<file path="config.mk">
export PLATFORM = sky130hd
export DESIGN_NAME = sim_halt_monitor
export DESIGN_NICKNAME = d
export VERILOG_FILES = /design/src/rtl/sim_pkg.sv /design/src/rtl/sim_sat_counter.sv /design/src/rtl/sim_halt_monitor.sv
export SDC_FILE = /design/constraint.sdc
export NUM_CORES = 1
export LEC_CHECK = 0
export ABC_AREA = 0
export CAP_MARGIN = 10
export CORE_MARGIN = 2
export CORE_UTILIZATION = 47
export DETAILED_ROUTE_END_ITERATION = 12
export PLACE_DENSITY = 0.77
export SKIP_CTS_REPAIR_TIMING = 1
export SLEW_MARGIN = 10
export SYNTH_ARGS = -nofsm -noshare
export SYNTH_HDL_FRONTEND = slang
export SYNTH_SLANG_ARGS = --single-unit
</file>
<file path="constraint.sdc">
create_clock -name clk -period 2.2 [get_ports clk]
set_clock_uncertainty 0.2 [all_clocks]
set_input_delay 0.44 -clock clk [delete_from_list [all_inputs] [get_ports clk]]
set_output_delay 0.44 -clock clk [all_outputs]
set_load 0.02 [all_outputs]
</file>
<file path="src/rtl/sim_pkg.sv">
// Shared definitions for the simulation end-of-run monitor: FSM state
// encoding, stop cause codes and the state-to-cause decode.
package sim_pkg;

    typedef enum logic [1:0] {
        S_RUN     = 2'd0,
        S_QUIET   = 2'd1,
        S_STOP    = 2'd2,
        S_TIMEOUT = 2'd3
    } sim_state_t;

    localparam logic [1:0] CAUSE_NONE    = 2'd0;
    localparam logic [1:0] CAUSE_QUIET   = 2'd1;
    localparam logic [1:0] CAUSE_TIMEOUT = 2'd2;

    // The reported stop cause is purely a function of the registered state,
    // so it can never glitch with the inputs.
    function automatic logic [1:0] cause_of(input sim_state_t s);
        logic [1:0] c;
        c = CAUSE_NONE;
        if (s == S_STOP)    c = CAUSE_QUIET;
        if (s == S_TIMEOUT) c = CAUSE_TIMEOUT;
        return c;
    endfunction

endpackage

</file>
<file path="src/rtl/sim_sat_counter.sv">
// Saturating up-counter with synchronous clear. Counts up on inc and holds
// at MAX instead of wrapping; clr (or reset) takes priority over inc.
module sim_sat_counter #(
    parameter int           W   = 8,
    parameter logic [W-1:0] MAX = '1
) (
    input  logic         clk,
    input  logic         resetn,
    input  logic         clr,
    input  logic         inc,
    output logic [W-1:0] count
);

    // Clear wins, otherwise step up until the ceiling is reached.
    always_ff @(posedge clk) begin
        if (!resetn || clr) begin
            count <= '0;
        end else if (inc && (count != MAX)) begin
            count <= count + W'(1);
        end
    end

endmodule

</file>
<file path="src/rtl/sim_halt_monitor.sv">
// End-of-simulation detector: declares the machine stopped after a run of
// quiet cycles (PU idle and no I/O activity), runs a cycle watchdog, and
// counts how often the PU restarts from idle.
module sim_halt_monitor
    import sim_pkg::*;
#(
    parameter int STATE_W      = 3,
    parameter int IDLE_STATE   = 0,
    parameter int NUM_CH       = 2,
    parameter int QUIET_W      = 8,
    parameter int QUIET_CYCLES = 255,
    parameter bit STICKY       = 1'b0,
    parameter int WDOG_W       = 32,
    parameter longint unsigned WDOG_LIMIT = 0,
    parameter int RST_W        = 16
) (
    input  logic               clk,
    input  logic               resetn,
    input  logic               clear,
    input  logic [STATE_W-1:0] pu_state,
    input  logic [NUM_CH-1:0]  io_active,
    output logic               machine_is_stop,
    output logic               machine_timeout,
    output logic               sim_done,
    output logic [1:0]         stop_cause,
    output logic [WDOG_W-1:0]  cycle_count,
    output logic [RST_W-1:0]   restart_count
);

    localparam logic [QUIET_W-1:0] QUIET_MAX = QUIET_W'(QUIET_CYCLES);
    localparam logic [WDOG_W-1:0]  WDOG_LIM  = WDOG_W'(WDOG_LIMIT);
    localparam logic [STATE_W-1:0] IDLE_VAL  = STATE_W'(IDLE_STATE);

    sim_state_t         state;
    sim_state_t         state_next;
    logic [QUIET_W-1:0] quiet_cnt;
    logic               quiet_inc;
    logic               quiet_clr;
    logic               quiet;
    logic               quiet_done;
    logic               cur_idle;
    logic               prev_idle;
    logic               prev_valid;
    logic               restart_inc;
    logic [WDOG_W-1:0]  cycle_inc;
    logic               wdog_hit;

    assign cur_idle   = (pu_state == IDLE_VAL);
    assign quiet      = cur_idle && !(|io_active);
    // This edge is the QUIET_CYCLES-th consecutive quiet one.
    assign quiet_done = quiet && ((quiet_cnt + QUIET_W'(1)) == QUIET_MAX);

    // The watchdog compares against the value cycle_count takes on this edge.
    assign cycle_inc  = (cycle_count == '1) ? cycle_count : cycle_count + WDOG_W'(1);
    assign wdog_hit   = (WDOG_LIM != '0) && (cycle_inc == WDOG_LIM);

    assign restart_inc = prev_valid && prev_idle && !cur_idle;

    // Next-state logic; a quiet-stop completing on the watchdog edge wins.
    always_comb begin
        state_next = state;
        quiet_inc  = 1'b0;
        quiet_clr  = 1'b0;
        case (state)
            S_RUN: begin
                if (quiet) begin
                    quiet_inc  = 1'b1;
                    state_next = quiet_done ? S_STOP : S_QUIET;
                end
            end
            S_QUIET: begin
                if (quiet) begin
                    quiet_inc  = 1'b1;
                    if (quiet_done) state_next = S_STOP;
                end else begin
                    quiet_clr  = 1'b1;
                    state_next = S_RUN;
                end
            end
            S_STOP: begin
                if (!STICKY && !quiet) begin
                    quiet_clr  = 1'b1;
                    state_next = S_RUN;
                end
            end
            S_TIMEOUT: begin
                state_next = S_TIMEOUT;
            end
            default: begin
                state_next = S_RUN;
            end
        endcase
        if (wdog_hit && (state == S_RUN || state == S_QUIET) && state_next != S_STOP) begin
            state_next = S_TIMEOUT;
        end
    end

    // State register; clear re-arms exactly like reset.
    always_ff @(posedge clk) begin
        if (!resetn || clear) begin
            state <= S_RUN;
        end else begin
            state <= state_next;
        end
    end

    // Remember the previous pu_state idleness; the first sample after reset has no history.
    always_ff @(posedge clk) begin
        if (!resetn || clear) begin
            prev_idle  <= 1'b0;
            prev_valid <= 1'b0;
        end else begin
            prev_idle  <= cur_idle;
            prev_valid <= 1'b1;
        end
    end

    sim_sat_counter #(.W(QUIET_W), .MAX(QUIET_MAX)) u_quiet_cnt (
        .clk    (clk),
        .resetn (resetn),
        .clr    (clear || quiet_clr),
        .inc    (quiet_inc),
        .count  (quiet_cnt)
    );

    sim_sat_counter #(.W(WDOG_W)) u_cycle_cnt (
        .clk    (clk),
        .resetn (resetn),
        .clr    (clear),
        .inc    (1'b1),
        .count  (cycle_count)
    );

    sim_sat_counter #(.W(RST_W)) u_restart_cnt (
        .clk    (clk),
        .resetn (resetn),
        .clr    (clear),
        .inc    (restart_inc),
        .count  (restart_count)
    );

    assign machine_is_stop = (state == S_STOP);
    assign machine_timeout = (state == S_TIMEOUT);
    assign sim_done        = machine_is_stop || machine_timeout;
    assign stop_cause      = cause_of(state);

endmodule

</file>
-- Yosys cells after proc, flatten, opt, wreduce, memory -nomap -nowiden
Cells that the tools add are included.
- bits in registers: 60
- bits of input ports: 8
- output and inout port bits: 53
- add/sub/neg operators: 3
- eq/ne operators: 10
- multiplexer cells: 13
- reductions and logical operators: 19
- operators by type and width (kind ; count):
    $add A32 B1 Y32 const B ; 1
    $ne A32 B32 Y1 const B ; 1
    $add A16 B1 Y16 const B ; 1
    $ne A16 B16 Y1 const B ; 1
    $mux W2 ; 6
    $add A8 B1 Y8 const B ; 1
    $eq A8 B8 Y1 const B ; 1
    $ne A8 B8 Y1 const B ; 1
    $pmux W2 S4 ; 1
    $logic_and A1 B1 Y1 ; 6
    $mux W1 ; 6
    $reduce_or A2 Y1 ; 3
    $eq A2 B2 Y1 const B ; 2
    $logic_or A1 B1 Y1 ; 4
    $ne A2 B2 Y1 const B ; 2
    $logic_not A1 Y1 ; 3
    $logic_not A3 Y1 ; 1
    $ne A3 B3 Y1 const B ; 1
    $reduce_and A3 Y1 ; 1
    $eq A2 B1 Y1 const B ; 1
    $logic_not A2 Y1 ; 1

-- Longest topological paths before layout
- depth in word-level cells: 7
- depth in mapped cells: 8
- gate-level depth less buffers: 8

-- Modules after synthesis
A second synthesis with hierarchy kept.
- cell total of the unflattened synthesis: 375
- area, all modules: 3296.9 µm²
- modules (own cells, without submodules) (module ; instances ; cells each ; area each (µm²) ; sequential area each (µm²)):
    sim_sat_counter (u_cycle_cnt) ; 1 ; 195 ; 1667.8 ; 640.6
    sim_sat_counter (u_restart_cnt) ; 1 ; 94 ; 862.1 ; 320.3
    sim_sat_counter (u_quiet_cnt) ; 1 ; 46 ; 421.7 ; 160.2
    sim_halt_monitor ; 1 ; 40 ; 345.3 ; 80.1

-- Worst setup path before layout
No wires, ideal clock.
- path type: register to register
- from: reg u_quiet_cnt.count[0]
- to: reg state[1]
- library setup time: 0.073 ns
- data arrival time: 1.918 ns
- required time: 1.927 ns
- setup slack: 0.010 ns
- stages on the path, launching flop included: 7
- cell sequence: dfxtp_1 -> ha_1 -> or4_1 -> a32o_1 -> o32a_1 -> nand3_1 -> nor3b_2
- word-level cells in the longest chain between the ends: 6
- RTL lines (item ; RTL line ; text):
    start: declaration ; sim_sat_counter.sv:11 ; output logic [W-1:0] count
    start signal: assignment ; sim_sat_counter.sv:19 ; count <= count + W'(1);
    $add A8 B1 Y8 (*) ; sim_halt_monitor.sv:51 ; assign quiet_done = quiet && ((quiet_cnt + QUIET_W'(1)) == QUIET_MAX);
    $eq A8 B8 Y1 (*) ; sim_halt_monitor.sv:51 ;
    $logic_and A1 B1 Y1 (*) ; sim_halt_monitor.sv:51 ;
    $mux W2 ; sim_halt_monitor.sv:68 ; state_next = quiet_done ? S_STOP : S_QUIET;
    $mux W2 ; sim_halt_monitor.sv:66 ; if (quiet) begin
    $pmux W2 S4 ; sim_halt_monitor.sv:64 ; case (state)
    end signal: assignment ; sim_halt_monitor.sv:103 ; state <= state_next;
    end: declaration ; sim_halt_monitor.sv:34 ; sim_state_t state;
Mark *: on every way between the ends. The rest lies on a longest branch, timed or not. The select of a mux whose other input is x is not followed.
A chain may end at the register's enable or synchronous reset.

-- Final worst setup path
Ends and elaborated chain as after synthesis.

==> flow_summary.ini <==
[drt]
vias_per_instance = 5.43
initialDrtViolationCount = 92
drc = 0
drt-wirelength-per-cell_um = 13.9
drt-total-wl_um = 7650
num_vias = 2988
drt_first_pass_iters = 5
route.antenna.remaining_nets = 0

[finish]
multi_input_area_um2 = 1840
layout-area-overhead-vs-synth_pct = 43.4
antenna_cells = 0
nNetsFinal = 484
sequential_cell_area_in_the_final_layout_um2 = 1210
filler_cell_count = 482
drive_gt1_share_pct = 20.9

[power]
netSwitchingPower_uw = 469
power.density_cell_area_nw_per_um2 = 494
power.static_leakage_uw = 0.00165
power_switching_share_pct = 21.5
clock_share_of_power_pct = 46.0
p_seq_share_pct = 50.1
pint_uw = 1710
combinationalPowerShare_pct = 4.0
vdd.ir_drop.worst_mv = 0.390

[logic_synthesis]
synthArstFlopShare_pct = 0
syn_avg_cell_area_um2 = 8.65
ys_seq_area_share_pct = 39.0
syn_nets = 372
yosys-top-cells-area = sky130_fd_sc_hd__dfxtp_1 (39%), sky130_fd_sc_hd__xnor2_1 (7.4%), sky130_fd_sc_hd__nor2_1 (7.2%)
yosys.cell_count.top_type = sky130_fd_sc_hd__dfxtp_1
yosysUniqueCellTypes = 53
syn_area_um2 = 3080
synth_edf_count = 0
synth.top_cells.by_count = sky130_fd_sc_hd__dfxtp_1 (60), sky130_fd_sc_hd__nor2_1 (59), sky130_fd_sc_hd__nand2_1 (28)
postSynthRegisterBits = 60
synth_top_cell_area_share_pct = 39.0
synth.largest_area_cell = sky130_fd_sc_hd__dfxtp_1
yosysWarningCount = 0
syn_inst = 356
synthFlopType = sky130_fd_sc_hd__dfxtp_1

[clock_tree]
cts_inserted_buffers = 9
ctsHtreeMaxLevel = 3
cts.clk_slew.worst_paths_ns = 0.06
cts_tree = done
ctsRootBufferMaster = sky130_fd_sc_hd__clkbuf_8
clock_latency_ns = 0.33
cts_max_path_buffers = 2
clock_sinks = 60

[hold_path]
min_path_type = flop to flop
worst_hold_path.num_cells = 2

[sta]
fmax_ghz = 0.454
min_period_ns = 2.20
drv_slew = 0
setup_total_negative_slack_ns = -0.00301
max_slew.worst_pin.slew_ns = 0.459
finalHoldViolCount = 0
timing.max_slew.rel_slack_pct = 69.1
timing.final.ws_setup_ns = -0.00301
hold_ws_ns = 0.313
final-setup-viol-count = 1
grt_setup_unrepaired = yes
timing.final.crit_share_pct = 100

[global_routing]
grt_pass1_wl_um = 12600
grt_overflow_total = 0
antenna_found_initial = 0
first_global_vias = 2879
largest_net_degree_at_the_start_of_global_routing = 52
grtUsageTotal_pct = 21.1

[setup_path]
crit_type = flop to flop
timing.critical_path.to_type = flop
critical_path_peak_fanout = 4
critical_path_arrival_ns = 2.21
depth_of_the_most_critical_reg_to_reg_path = 8
data_required_critical_path_ns = 2.21
setup.worst_path.start_class = flop

[floorplanning]
chipHeight_um = 84.9
row_count = 29
design.core.area_um2 = 6350
chipWidth_um = 84.9
pin_count = 61
design.die.area_um2 = 7210
start_util_pct = 48.5

[outcome]
violations_in_the_final_reports = setup timing
status = complete, but fails checks

[flow_run]
drv.max_cap_violation_count = 0

[placed_design]
dp_hpwl_um = 5430
number_of_buffers_added_on_ports = 60
place.gp.congestion = 0.825
-- power by group through the flow --
stage / Sequential [uW] / Clock, uW / Combinational [uW]
floorplan: 1120 / 0 / 39.4
global placement: 1120 / 0 / 84.2
detailed placement: 1120 / 0 / 86.2
CTS: 1090 / 1020 / 86.4
global route: 1090 / 1070 / 93.9
finish: 1090 / 1000 / 86.3
-- kinds of logic after synthesis --
group	count (synthesis)	synth area share (%)
adder cells (fa/ha/maj)	8	3.25
flip-flops	60	39.0
buffers and inverters	22	3.21
XOR/XNOR	46	13.1
AND/OR/NAND/NOR	182	32.8
multiplexers	4	1.30
AO/OA/AOI/OAI	34	7.36
-- path summary, 6_finish.rpt --
path / startpoint / endpoint / slack, ns
max: u_quiet_cnt.count[0] / state[1] / -0.003
min: state[0] / state[0] / 0.31
max reg2reg: u_quiet_cnt.count[0] / state[1] / -0.003
min reg2reg: state[0] / state[0] / 0.31
-- flip-flops by register name (all words and copies together) (netlist names) --
name	count
u_quiet_cnt.count	8
state	2
prev_valid	1
u_cycle_cnt.count	32
u_restart_cnt.count	16
prev_idle	1
-- cells in the final DEF, fill, tap and decap left out, types with 4 or more instances in the layout --
master	n
sky130_fd_sc_hd__clkdlybuf4s50_1	55
sky130_fd_sc_hd__nor3_1	13
sky130_fd_sc_hd__o21ai_0	6
sky130_fd_sc_hd__nor4_2	4
sky130_fd_sc_hd__nand3_1	12
sky130_fd_sc_hd__dfxtp_1	57
sky130_fd_sc_hd__inv_1	9
sky130_fd_sc_hd__and4_1	7
sky130_fd_sc_hd__nand2_1	28
sky130_fd_sc_hd__xnor2_1	26
sky130_fd_sc_hd__a211oi_1	5
sky130_fd_sc_hd__ha_1	6
sky130_fd_sc_hd__buf_4	50
sky130_fd_sc_hd__a21oi_1	11
sky130_fd_sc_hd__nor2_1	59
sky130_fd_sc_hd__xor2_1	20
sky130_fd_sc_hd__and3_1	6
sky130_fd_sc_hd__clkbuf_8	11
sky130_fd_sc_hd__mux2i_1	4
sky130_fd_sc_hd__or3_1	4
sky130_fd_sc_hd__nand4_1	17
sky130_fd_sc_hd__dlymetal6s2s_1	5
-- layer usage --
layer / global-route usage, % / part of all wire [%]
met1: 26.2 / 46
met2: 36.6 / 50
met3: 3.70 / 3.6
met4: 7.65 / 1.2
met5: 0 / 0
-- worst max-delay path, stage by stage (launching register included) --
cell and delay (ns):
sky130_fd_sc_hd__dfxtp_4 0.37, sky130_fd_sc_hd__inv_2 0.05, sky130_fd_sc_hd__ha_2 0.18, sky130_fd_sc_hd__nand2b_1 0.06
sky130_fd_sc_hd__or4_4 0.40, sky130_fd_sc_hd__a32o_2 0.31, sky130_fd_sc_hd__o211ai_1 0.25, sky130_fd_sc_hd__nand3_1 0.10
sky130_fd_sc_hd__nor3b_2 0.16
-- stage by stage --
step                setup WS, ns  instance area (um2)  util, %  power (uW)  cells
global route              -0.100                 4420     69.5        2250    550
floorplan                0.00963                 3080        -        1160    356
finish                  -0.00301                 4420     69.5        2180    550
global placement          -0.222                 4110     64.8        1200    532
detailed placement        -0.278                 4110     64.8        1200    532
CTS                       -0.274                 4320     68.0        2200    548
-- final cells by class --
class	instances	share of cell area [%]
clock buffers	12	3.51
clock inverters	4	1.08
inverters	10	0.850
multi-input cells	274	41.6
flip-flops and latches	60	27.4
well taps	77	2.18
repair buffers	113	23.3
Power figures use the tool's default switching activity.
